[src/rtl/arm_pkg.sv]
// Shared types and constants for the ARM pipeline fetch slice.
package arm_pkg;

   localparam int WORD_W = 32;
   localparam logic [WORD_W-1:0] RESET_PC_DEFAULT = 32'h0000_0000;
   localparam logic [WORD_W-1:0] PC_INC_DEFAULT   = 32'd4;

   typedef enum logic [1:0] {
      S_BOOT,
      S_RUN,
      S_DISCARD
   } fetch_state_e;

   // One fetched word as handed to IF/ID: instruction plus its address + increment.
   typedef struct packed {
      logic [WORD_W-1:0] instr;
      logic [WORD_W-1:0] pc;
   } fetch_entry_t;

endpackage

[src/rtl/fetch_skid_buf.sv]
// Two-entry output stage (out + skid) between the fetch sequencer and IF/ID.
module fetch_skid_buf
   import arm_pkg::*;
(
   input  logic         clk,
   input  logic         rst,
   input  logic         clear_i,
   input  logic         push_i,
   input  logic         pop_i,
   input  fetch_entry_t entry_i,
   output logic         outValid_o,
   output fetch_entry_t out_o,
   output logic         skidValid_o
);

   logic         outValid_q, outValid_d;
   logic         skidValid_q, skidValid_d;
   fetch_entry_t out_q, out_d;
   fetch_entry_t skid_q, skid_d;

   // Pop first (skid slides forward), then a push lands in whichever slot is free.
   always_comb begin
      outValid_d  = outValid_q;
      skidValid_d = skidValid_q;
      out_d       = out_q;
      skid_d      = skid_q;
      if (clear_i) begin
         outValid_d  = 1'b0;
         skidValid_d = 1'b0;
      end else begin
         if (pop_i) begin
            outValid_d  = skidValid_q;
            out_d       = skid_q;
            skidValid_d = 1'b0;
         end
         if (push_i) begin
            if (!outValid_d) begin
               outValid_d = 1'b1;
               out_d      = entry_i;
            end else begin
               skidValid_d = 1'b1;
               skid_d      = entry_i;
            end
         end
      end
   end

   always_ff @(posedge clk or posedge rst) begin
      if (rst) begin
         outValid_q  <= 1'b0;
         skidValid_q <= 1'b0;
         out_q       <= '0;
         skid_q      <= '0;
      end else begin
         outValid_q  <= outValid_d;
         skidValid_q <= skidValid_d;
         out_q       <= out_d;
         skid_q      <= skid_d;
      end
   end

   assign outValid_o  = outValid_q;
   assign out_o       = out_q;
   assign skidValid_o = skidValid_q;

endmodule

[src/rtl/fetch_controller.sv]
// Instruction fetch sequencer: owns the PC, drives the memory handshake and
// applies branch redirect / freeze before handing words to IF/ID.
module fetch_controller
   import arm_pkg::*;
#(
   parameter logic [WORD_W-1:0] RESET_PC = RESET_PC_DEFAULT,
   parameter logic [WORD_W-1:0] PC_INC   = PC_INC_DEFAULT
) (
   input  logic              clk,
   input  logic              rst,
   input  logic              freeze,
   input  logic              branch_taken,
   input  logic [WORD_W-1:0] branchAddr,
   output logic              mem_req,
   output logic [WORD_W-1:0] mem_addr,
   input  logic              mem_ready,
   input  logic [WORD_W-1:0] mem_rdata,
   output logic              instr_valid,
   output logic [WORD_W-1:0] Instruction,
   output logic [WORD_W-1:0] PC,
   output logic              flush
);

   fetch_state_e      state_q, state_d;
   logic [WORD_W-1:0] pc_q, pc_d;
   logic [WORD_W-1:0] reqAddr_q, reqAddr_d;
   logic              reqActive_q, reqActive_d;

   logic              branchEn;
   logic              memReq;
   logic              completion;
   logic              pushEn;
   logic              popEn;
   logic              outValid;
   logic              skidValid;
   logic [WORD_W-1:0] nextSeq;
   fetch_entry_t      outEntry;
   fetch_entry_t      newEntry;

   assign branchEn   = branch_taken && (state_q != S_BOOT);
   // A started request is never withdrawn; a new one only starts while the skid slot is free.
   assign memReq     = (state_q != S_BOOT) && (reqActive_q || !skidValid);
   assign mem_addr   = reqActive_q ? reqAddr_q : pc_q;
   assign completion = memReq && mem_ready;
   assign nextSeq    = mem_addr + PC_INC;
   assign pushEn     = completion && (state_q == S_RUN) && !branchEn;
   assign popEn      = outValid && !freeze && !branchEn;
   assign newEntry   = '{instr: mem_rdata, pc: nextSeq};

   always_comb begin
      state_d     = state_q;
      pc_d        = pc_q;
      reqAddr_d   = reqAddr_q;
      reqActive_d = reqActive_q;
      case (state_q)
         S_BOOT: state_d = S_RUN;
         S_RUN: begin
            if (completion) begin
               reqActive_d = 1'b0;
               pc_d        = nextSeq;
            end else if (memReq && !reqActive_q) begin
               reqActive_d = 1'b1;
               reqAddr_d   = pc_q;
            end
            // Redirect overrides the sequential PC; an unfinished request must still drain.
            if (branchEn) begin
               pc_d = branchAddr;
               if (memReq && !mem_ready) state_d = S_DISCARD;
            end
         end
         S_DISCARD: begin
            if (mem_ready) begin
               state_d     = S_RUN;
               reqActive_d = 1'b0;
            end
            if (branchEn) pc_d = branchAddr;
         end
         default: state_d = S_BOOT;
      endcase
   end

   always_ff @(posedge clk or posedge rst) begin
      if (rst) begin
         state_q     <= S_BOOT;
         pc_q        <= RESET_PC;
         reqAddr_q   <= RESET_PC;
         reqActive_q <= 1'b0;
      end else begin
         state_q     <= state_d;
         pc_q        <= pc_d;
         reqAddr_q   <= reqAddr_d;
         reqActive_q <= reqActive_d;
      end
   end

   fetch_skid_buf u_skid (
      .clk         (clk),
      .rst         (rst),
      .clear_i     (branchEn),
      .push_i      (pushEn),
      .pop_i       (popEn),
      .entry_i     (newEntry),
      .outValid_o  (outValid),
      .out_o       (outEntry),
      .skidValid_o (skidValid)
   );

   assign mem_req     = memReq;
   assign instr_valid = outValid;
   assign Instruction = outEntry.instr;
   assign PC          = outEntry.pc;
   assign flush       = branchEn;

endmodule

[config.mk]
export PLATFORM = sky130hd
export DESIGN_NAME = fetch_controller
export DESIGN_NICKNAME = d
export VERILOG_FILES = /design/src/rtl/arm_pkg.sv /design/src/rtl/fetch_skid_buf.sv /design/src/rtl/fetch_controller.sv
export SDC_FILE = /design/constraint.sdc
export NUM_CORES = 1
export LEC_CHECK = 0
export ABC_AREA = 1
export CAP_MARGIN = 15
export CELL_PAD_IN_SITES_DETAIL_PLACEMENT = 0
export CELL_PAD_IN_SITES_GLOBAL_PLACEMENT = 2
export CORE_AREA = 10 10 169 210
export CTS_CLUSTER_SIZE = 10
export DETAILED_ROUTE_END_ITERATION = 10
export DIE_AREA = 0 0 179 220
export PLACE_DENSITY = 0.93
export SLEW_MARGIN = 20
export SYNTH_ARGS = -nofsm -noshare
export SYNTH_HDL_FRONTEND = slang
export SYNTH_SLANG_ARGS = --single-unit
export TNS_END_PERCENT = 30
[constraint.sdc]
create_clock -name clk -period 21.6 [get_ports clk]
set_clock_uncertainty 0.05 [all_clocks]
set_input_delay 6.48 -clock clk [delete_from_list [all_inputs] [get_ports clk]]
set_output_delay 6.48 -clock clk [all_outputs]
set_load 0.005 [all_outputs]
* Yosys cells after proc, flatten, opt, wreduce, memory -nomap -nowiden *
Cells that the tools add are included.

cells by class
  multiplexer cells = 24
  eq/ne operators = 8
  reductions and logical operators = 23
  add/subtract/negate cells = 1
  bitwise logic cells = 2

operators by type and width
  kind                   count
  $mux 64                3
  $mux 32                4
  $pmux 32 s2            1
  $add 32x3->32 const B  1
  $reduce_and 3->1       5
  $mux 1                 11
  $logic_and 1x1->1      9
  $mux 2                 3
  $ne 2x2->1 const B     3
  $pmux 2 s3             1
  $logic_not 1->1        5
  $reduce_bool 2->1      2
  $ne 3x2->1 const B     1
  $ne 3x3->1 const B     1
  $eq 2x1->1 const B     1
  $eq 2x2->1 const B     1
  $logic_not 2->1        1
  $ne 2x1->1 const B     1
  $not 1->1              2
  $pmux 1 s2             1
  $logic_or 1x1->1       1

word-level totals
  register bits = 197
  input bits = 69

* Longest topological paths before layout *
Gate-level depths: netlist of the first run.

  depth in word-level cells = 9
  mapped depth = 14
  mapped depth without buffers = 13

* Modules after synthesis *
Synthesis of the first run repeated with hierarchy kept, for this count alone.

second synthesis, totals
  cells, all modules = 1747
  area total of the unflattened synthesis = 11664.9 µm²

modules (own cells, without submodules)
  module            instances  cells an instance  sequential area each (µm²)  area an instance (µm²)
  fetch_skid_buf    1          1043               3253.1                      7086.8
  fetch_controller  1          704                1676.6                      4578.1

* Worst setup path after synthesis of the first run *
No wires, ideal clock.

  path type = input-to-output
  start point = input port branch_taken
  end point = output port flush
  path buffers = 2
  arrival = 7306 ps
  path slack = 7764 ps
  cell stages on the path = 4
  cells stage by stage = inv_1 > nor2_2 > clkbuf_1 > clkbuf_1

between the ends
  longest elaborated chain between the ends = 1

ends and longest elaborated chain
  item               RTL line                RTL
  start, declared    fetch_controller.sv:12  input logic branch_taken,
  $logic_and 1x1->1  fetch_controller.sv:40  assign branchEn = branch_taken && (state_q != S_BOOT);
  end, declared      fetch_controller.sv:21  output logic flush

Every way passes these cells.

* Worst setup path after layout of the first run *
Same ends and word-level chain as after synthesis.

==> flow_metrics.tcl, run 1 <==
set metrics [dict create \
    grt_pass1_vias 8673 \
    arrival_ps 7930 \
    gr-usage-met2_pct 24.5 \
    seqCellArea_um2 4930 \
    synth_cell_types 32 \
    syn_avg_cell_area_um2 7.49 \
    pwr-share-comb_pct 51.2 \
    required_ps 15070 \
    synth_top_cells_by_area "dfrtp_1 (48%), nand2_1 (16%), o21ai_0 (7.2%)" \
    routed_via_density 4.68 \
    grt_use_met3_pct 3.08 \
    synth_top_area_cell "dfrtp_1" \
    synthToLayoutAreaGrowth_pct 24.5 \
    routabilityCongestion 0.872 \
    htree_levels 4 \
    synth_area_um2 10200 \
    vias 8945 \
    hold_violations 0 \
    endpoint "flush" \
    initial_core_util_pct 32.3 \
    yosysSeqAreaShare_pct 48.5 \
    critical_path.max_fanout 24 \
    tightest_slew_ps 1000 \
    path_clk_slew_ps 70 \
    cts.sinks 197 \
    slowest_stage "clkdlybuf4s50_1" \
    antenna_found_initial 0 \
    syn-num-nets 1432 \
    wl_mm 30.4 \
    fin_nets 1559 \
    pin_count 168 \
    busiest_layer "met2" \
    maxSlewHeadroom_pct 33.3 \
    gr-total-overflow 0 \
    r2r_end "u_skid.out_o[4]$_DFFE_PP0N_" \
    cp_cell_sequence "clkdlybuf4s50_1 > inv_1 > nor2_2 > buf_4 > clkdlybuf4s50_1" \
    drv_slew 0 \
    die_h_um 220 \
    crit_type "primary input to output port" \
    switchingPower_mw 0.820 \
    synth_top_area_share_pct 48.5 \
    post_cts_buffers 0 \
    cts_tree "built" \
    p_int_mw 1.11 \
    grt_use_total_pct 15.6 \
    grt_pass1_wl_mm 48.4 \
    synthCells 1359 \
    drt-pass1-iter-count 5 \
    hold_path.class "flip-flop to flip-flop" \
    r2r_start "reqActive_q$_DFFE_PP0P_" \
    power.density_nw_per_um2 152 \
    critPathLaunchType "primary input" \
    dpl_cell_area_um2 12100 \
    fin_hold_ws_ps 428 \
    ant_nets 0 \
    cap_violations 0 \
    ir_drop_mv 0.0578 \
    critPathMostFrequentCell "clkdlybuf4s50_1" \
    multi_input_area_um2 4250 \
    p_leak_nw 5.97 \
    grt_max_degree 128 \
    final.period_utilization_pct 66.9 \
    layout-drive-gt1-share_pct 6.60 \
    outcome "completed" \
    ys_warn_count 0 \
    hpwl_mm 21.0 \
    design.core.area_um2 31500 \
    cts-root-buf "clkbuf_16" \
    cts-buffers-inserted 17 \
    end_kind "output port" \
    antennaDiodeCount 0 \
    pwr-share-seq_pct 32.7 \
    clock_path_buffers 2 \
    clock.fmax_ghz 0.0692 \
    final_util_pct 40.2 \
    grt_util_met1_pct 20.8 \
    die_area_um2 39400 \
    slowest_delay_ps 570 \
    rows 73 \
    setup_violations 0 \
    rrSetupSlack_ps 18090 \
    drtIter0Drc 693 \
    p_sw_share_pct 42.5 \
    rsz0062_at_grt "false" \
    worstSkewPairLatency_ps 440 \
    critPathLaunch "branch_taken" \
    layout_min_cycle_time_ps 14460 \
    rr_worst_depth 10 \
    cts_resized 0 \
    postCtsHoldBufs 0 \
    drc_errors 0 \
    power_frac_clock_pct 16.1 \
    synth.ff_latch_count 197 \
    wl_per_cell_um 15.9 \
    fin_area_um2 12700 \
    fillers 3263 \
    die_width_um 179 \
    finalSetupTns_ps 0 \
    io_buffer_count 167 \
]
## final cells by class
cell class | instances | area share [%]
Clock buffer | 17 | 3.36
Clock inverter | 15 | 1.08
Inverter | 173 | 5.19
Multi-Input combinational cell | 920 | 33.6
Sequential cell | 197 | 38.9
Tap cell | 412 | 4.07
Timing Repair Buffer | 177 | 13.8
## kinds of logic (layout without fill, tap and decap cells)
| logic type | Yosys count | after routing | synth area share (%) |
|---|---|---|---|
| and+or+nand+nor | 634 | 634 | 25.3 |
| xor gates and xnor gates | 4 | 4 | 0.344 |
| muxes | 11 | 11 | 1.22 |
| adders and majority gates | 4 | 4 | 0.492 |
| AOI/OAI and AO/OA | 267 | 267 | 14.3 |
| DFF | 197 | 197 | 48.5 |
| buffers and inverters | 242 | 382 | 9.86 |
## routing by layer
layer / part of all wire (%) / vias up
li1: - / 4526
met1: 47 / 4179
met2: 46 / 210
met3: 5.1 / 30
met4: 2.4 / 0
met5: 0 / -
## synthesized netlist by cell type
library cell and number:
or2_2 1, inv_1 169, clkbuf_1 27, buf_1 5
a21oi_2 1, o21ai_2 1, o211ai_1 35, o21ai_0 146
buf_6 5, buf_4 7, a31oi_1 7, inv_2 4
nand2_1 421, a21o_1 1, o21ai_1 34, and2_1 3
xor2_1 4, buf_2 25, mux2_2 11, nor3_1 2
nor2_2 14, nand2_2 16, dfrtp_1 197, nor2_1 117
nand3_1 55, nand2_4 1, ha_1 4, o22ai_1 6
nor2_4 3, a21oi_1 35, o31ai_2 1, nor3_2 1
## registers in the layout, summed over array words and instances, names as in the netlist
name                cells
pc_q                   32
u_skid.out_o           64
u_skid.skidValid_o      1
u_skid.outValid_o       1
reqActive_q             1
u_skid.skid_q          64
reqAddr_q              32
state_q                 2
## power by group through the flow
stage               clock [mW]  combinational [mW]  sequential, mW
global placement             0               0.990           0.634
detailed placement           0                1.00           0.640
global route             0.335                1.12           0.653
finish                   0.311               0.989           0.632
CTS                      0.322                1.01           0.633
floorplan                    0               0.592           0.627
## layout by cell type (no fill, tap or decap), drive strengths merged
cell and count:
a21o 1, clkbuf 17, nand3 55, nand2 438, o211ai 35, o31ai 1
or2 1, dfrtp 197, buf 10, nor3 3, and2 3, mux2 11
o21ai 181, nor2 134, xor2 4, ha 4, a21oi 36, clkinv 2
inv 182, clkinvlp 4, clkdlybuf4s50 167, a31oi 7, o22ai 6
## critical path, delay by kind of cell
family	cells	cell delay (ps)
buf+inv	4	1360
simple gates	1	70
## worst min path at each step
stage | start | to | cells after the start | slack (ps)
2_1_floorplan | u_skid.skid_q[5]$_DFFE_PP0P_ | u_skid.skid_q[5]$_DFFE_PP0P_ | 2 | 390
3_5_place_dp | u_skid.skid_q[5]$_DFFE_PP0P_ | u_skid.skid_q[5]$_DFFE_PP0P_ | 2 | 410
4_1_cts | u_skid.skid_q[5]$_DFFE_PP0P_ | u_skid.skid_q[5]$_DFFE_PP0P_ | 2 | 430
5_1_grt | u_skid.skid_q[26]$_DFFE_PP0P_ | u_skid.skid_q[26]$_DFFE_PP0P_ | 2 | 460
6_report | u_skid.skid_q[7]$_DFFE_PP0P_ | u_skid.skid_q[7]$_DFFE_PP0P_ | 2 | 430
3_3_place_gp | u_skid.skid_q[7]$_DFFE_PP0P_ | u_skid.skid_q[7]$_DFFE_PP0P_ | 2 | 400
## stage by stage
step	setup WS [ps]	power, mW	std cells
2_1_floorplan	7760	1.22	1359
3_3_place_gp	7100	1.62	1879
3_5_place_dp	7130	1.64	1879
4_1_cts	7130	1.96	1911
5_1_grt	7080	2.11	1911
6_report	7140	1.93	1911
Power figures use the tool's default switching activity.
==> run 2: changes to the inputs <==
Settings changed: CORE_AREA 10 10 169 210 to 10 10 174 216, DIE_AREA 0 0 179 220 to 0 0 184 226, PLACE_DENSITY 0.93 to 0.89.
Clock period 21.6 ns to 13.5 ns, I/O delays scaled along.
==> flow_metrics.tcl, run 2 (same netlist as run 1, synthesis figures left out) <==
set metrics [dict create \
    layout-drive-gt1-share_pct 6.67 \
    antenna_found_initial 0 \
    worstSkewPairLatency_ps 450 \
    critical_path.max_fanout 24 \
    design.core.area_um2 33400 \
    post_cts_buffers 0 \
    die_width_um 184 \
    power_frac_clock_pct 18.3 \
    dpl_worst_slack_ps 3850 \
    final_cell_mix "nand2_1 (420), dfrtp_1 (197), inv_1 (168)" \
    io_buffer_count 167 \
    hold_path.class "flip-flop to flip-flop" \
    end_kind "output port" \
    p_leak_nw 6.03 \
    whs_path_depth 2 \
    crit_type "primary input to output port" \
    layout_min_cycle_time_ps 9640 \
    path_clk_slew_ps 80 \
    tightest_slew_ps 963 \
    fillers 3477 \
    outcome "completed" \
    cap_violations 0 \
    drtIter0Drc 673 \
    grt_pass1_wl_mm 50.1 \
    finalSetupTns_ps 0 \
    multi_input_area_um2 4260 \
    rsz0062_at_grt "false" \
    grt_pass1_vias 8781 \
    maxSlewHeadroom_pct 35.8 \
    routabilityCongestion 0.882 \
    clock.fmax_ghz 0.104 \
    critPathLaunchType "primary input" \
    pwr-share-comb_pct 50.0 \
    setup_ws_ps 3860 \
    mostFrequentLayoutCell "nand2_1" \
    required_ps 9400 \
    arrival_ps 5540 \
    seqCellArea_um2 4930 \
    wl_per_cell_um 16.5 \
    routed_via_density 4.71 \
    die_h_um 226 \
    ir_drop_mv 0.102 \
    drt-pass1-iter-count 5 \
    wl_mm 31.7 \
    drc_errors 0 \
    power.density_nw_per_um2 250 \
    cts.sinks 197 \
    cts-root-buf "clkbuf_16" \
    antennaDiodeCount 0 \
    cts_resized 0 \
    hpwl_mm 21.9 \
    gr-total-overflow 0 \
    htree_levels 4 \
    final.period_utilization_pct 71.4 \
    setup_violations 0 \
    drv_slew 0 \
    pin_count 168 \
    die_area_um2 41600 \
    synthToLayoutAreaGrowth_pct 25.7 \
    fin_nets 1559 \
    p_int_mw 1.85 \
    pwr-share-seq_pct 31.7 \
    rr_worst_depth 11 \
    cts-buffers-inserted 17 \
    grt_max_degree 125 \
    switchingPower_mw 1.34 \
    hold_violations 0 \
    totalPowerFinal_mw 3.20 \
    postCtsHoldBufs 0 \
    ant_nets 0 \
    initial_core_util_pct 30.4 \
    cts_tree "built" \
    grt_use_total_pct 15.3 \
    vias 9049 \
    p_sw_share_pct 42.0 \
    clock_path_buffers 2 \
    rows 75 \
]
[run 2: cell count changes in the layout (fill, tap and decap cells not counted), sizes merged]
| cell | delta |
|---|---|
| clkinv | +1 |
| clkinvlp | -4 |
| bufinv | +4 |
| inv | -1 |
[run 2: power groups by stage]
| stage | clock network [mW] | logic [mW] | registers [mW] |
|---|---|---|---|
| 3_5_place_dp | 0 | 1.61 | 1.03 |
| 6_report | 0.583 | 1.60 | 1.01 |
| 4_1_cts | 0.596 | 1.62 | 1.02 |
| 5_1_grt | 0.618 | 1.81 | 1.05 |
| 2_1_floorplan | 0 | 0.947 | 1.00 |
| 3_3_place_gp | 0 | 1.59 | 1.02 |
[run 2: metal layers]
layer	part of all wire, %	track usage (%)	wire length, µm	vias up
met2	46	24.6	14700	205
met4	1.7	4.37	527	0
met5	0	0	0	-
li1	-	-	-	4542
met3	4.6	3.30	1450	24
met1	47	20.1	15000	4278
[run 2: worst paths after layout]
check | start | end | slack (ps)
max | branch_taken | flush | 3860
min | u_skid.skid_q[7]$_DFFE_PP0P_ | u_skid.skid_q[7]$_DFFE_PP0P_ | 420
max reg2reg | reqActive_q$_DFFE_PP0P_ | u_skid.out_o[4]$_DFFE_PP0N_ | 9650
min reg2reg | u_skid.skid_q[7]$_DFFE_PP0P_ | u_skid.skid_q[7]$_DFFE_PP0P_ | 420
max in group asynchronous | rst | u_skid.out_o[27]$_DFFE_PP0N_ | 7680
min in group asynchronous | rst | u_skid.out_o[58]$_DFFE_PP0N_ | 4060
[run 2: area by class of cell]
| type | count | share of cell area [%] |
|---|---|---|
| Clock buffer | 17 | 3.33 |
| Clock inverter | 15 | 1.85 |
| Inverter | 173 | 5.14 |
| Multi-Input combinational cell | 920 | 33.3 |
| Sequential cell | 197 | 38.6 |
| Tap cell | 423 | 4.14 |
| Timing Repair Buffer | 177 | 13.7 |
[run 2: worst max-delay path, cell delays in order]
cell and delay, ps:
clkdlybuf4s50_1 460, inv_1 50, nor2_2 80, buf_4 310, clkdlybuf4s50_1 580
[run 2: through the flow]
stage | area (µm²) | util [%] | hold slack, ps | cells
after CTS | 12800 | 38.3 | 423 | 1922
after global routing | 12800 | 38.3 | 444 | 1922
after detailed placement | 12100 | 36.3 | 404 | 1890
final | 12800 | 38.3 | 421 | 1922
after floorplan | 10200 | - | 387 | 1359
after global placement | 12100 | 36.3 | 399 | 1890
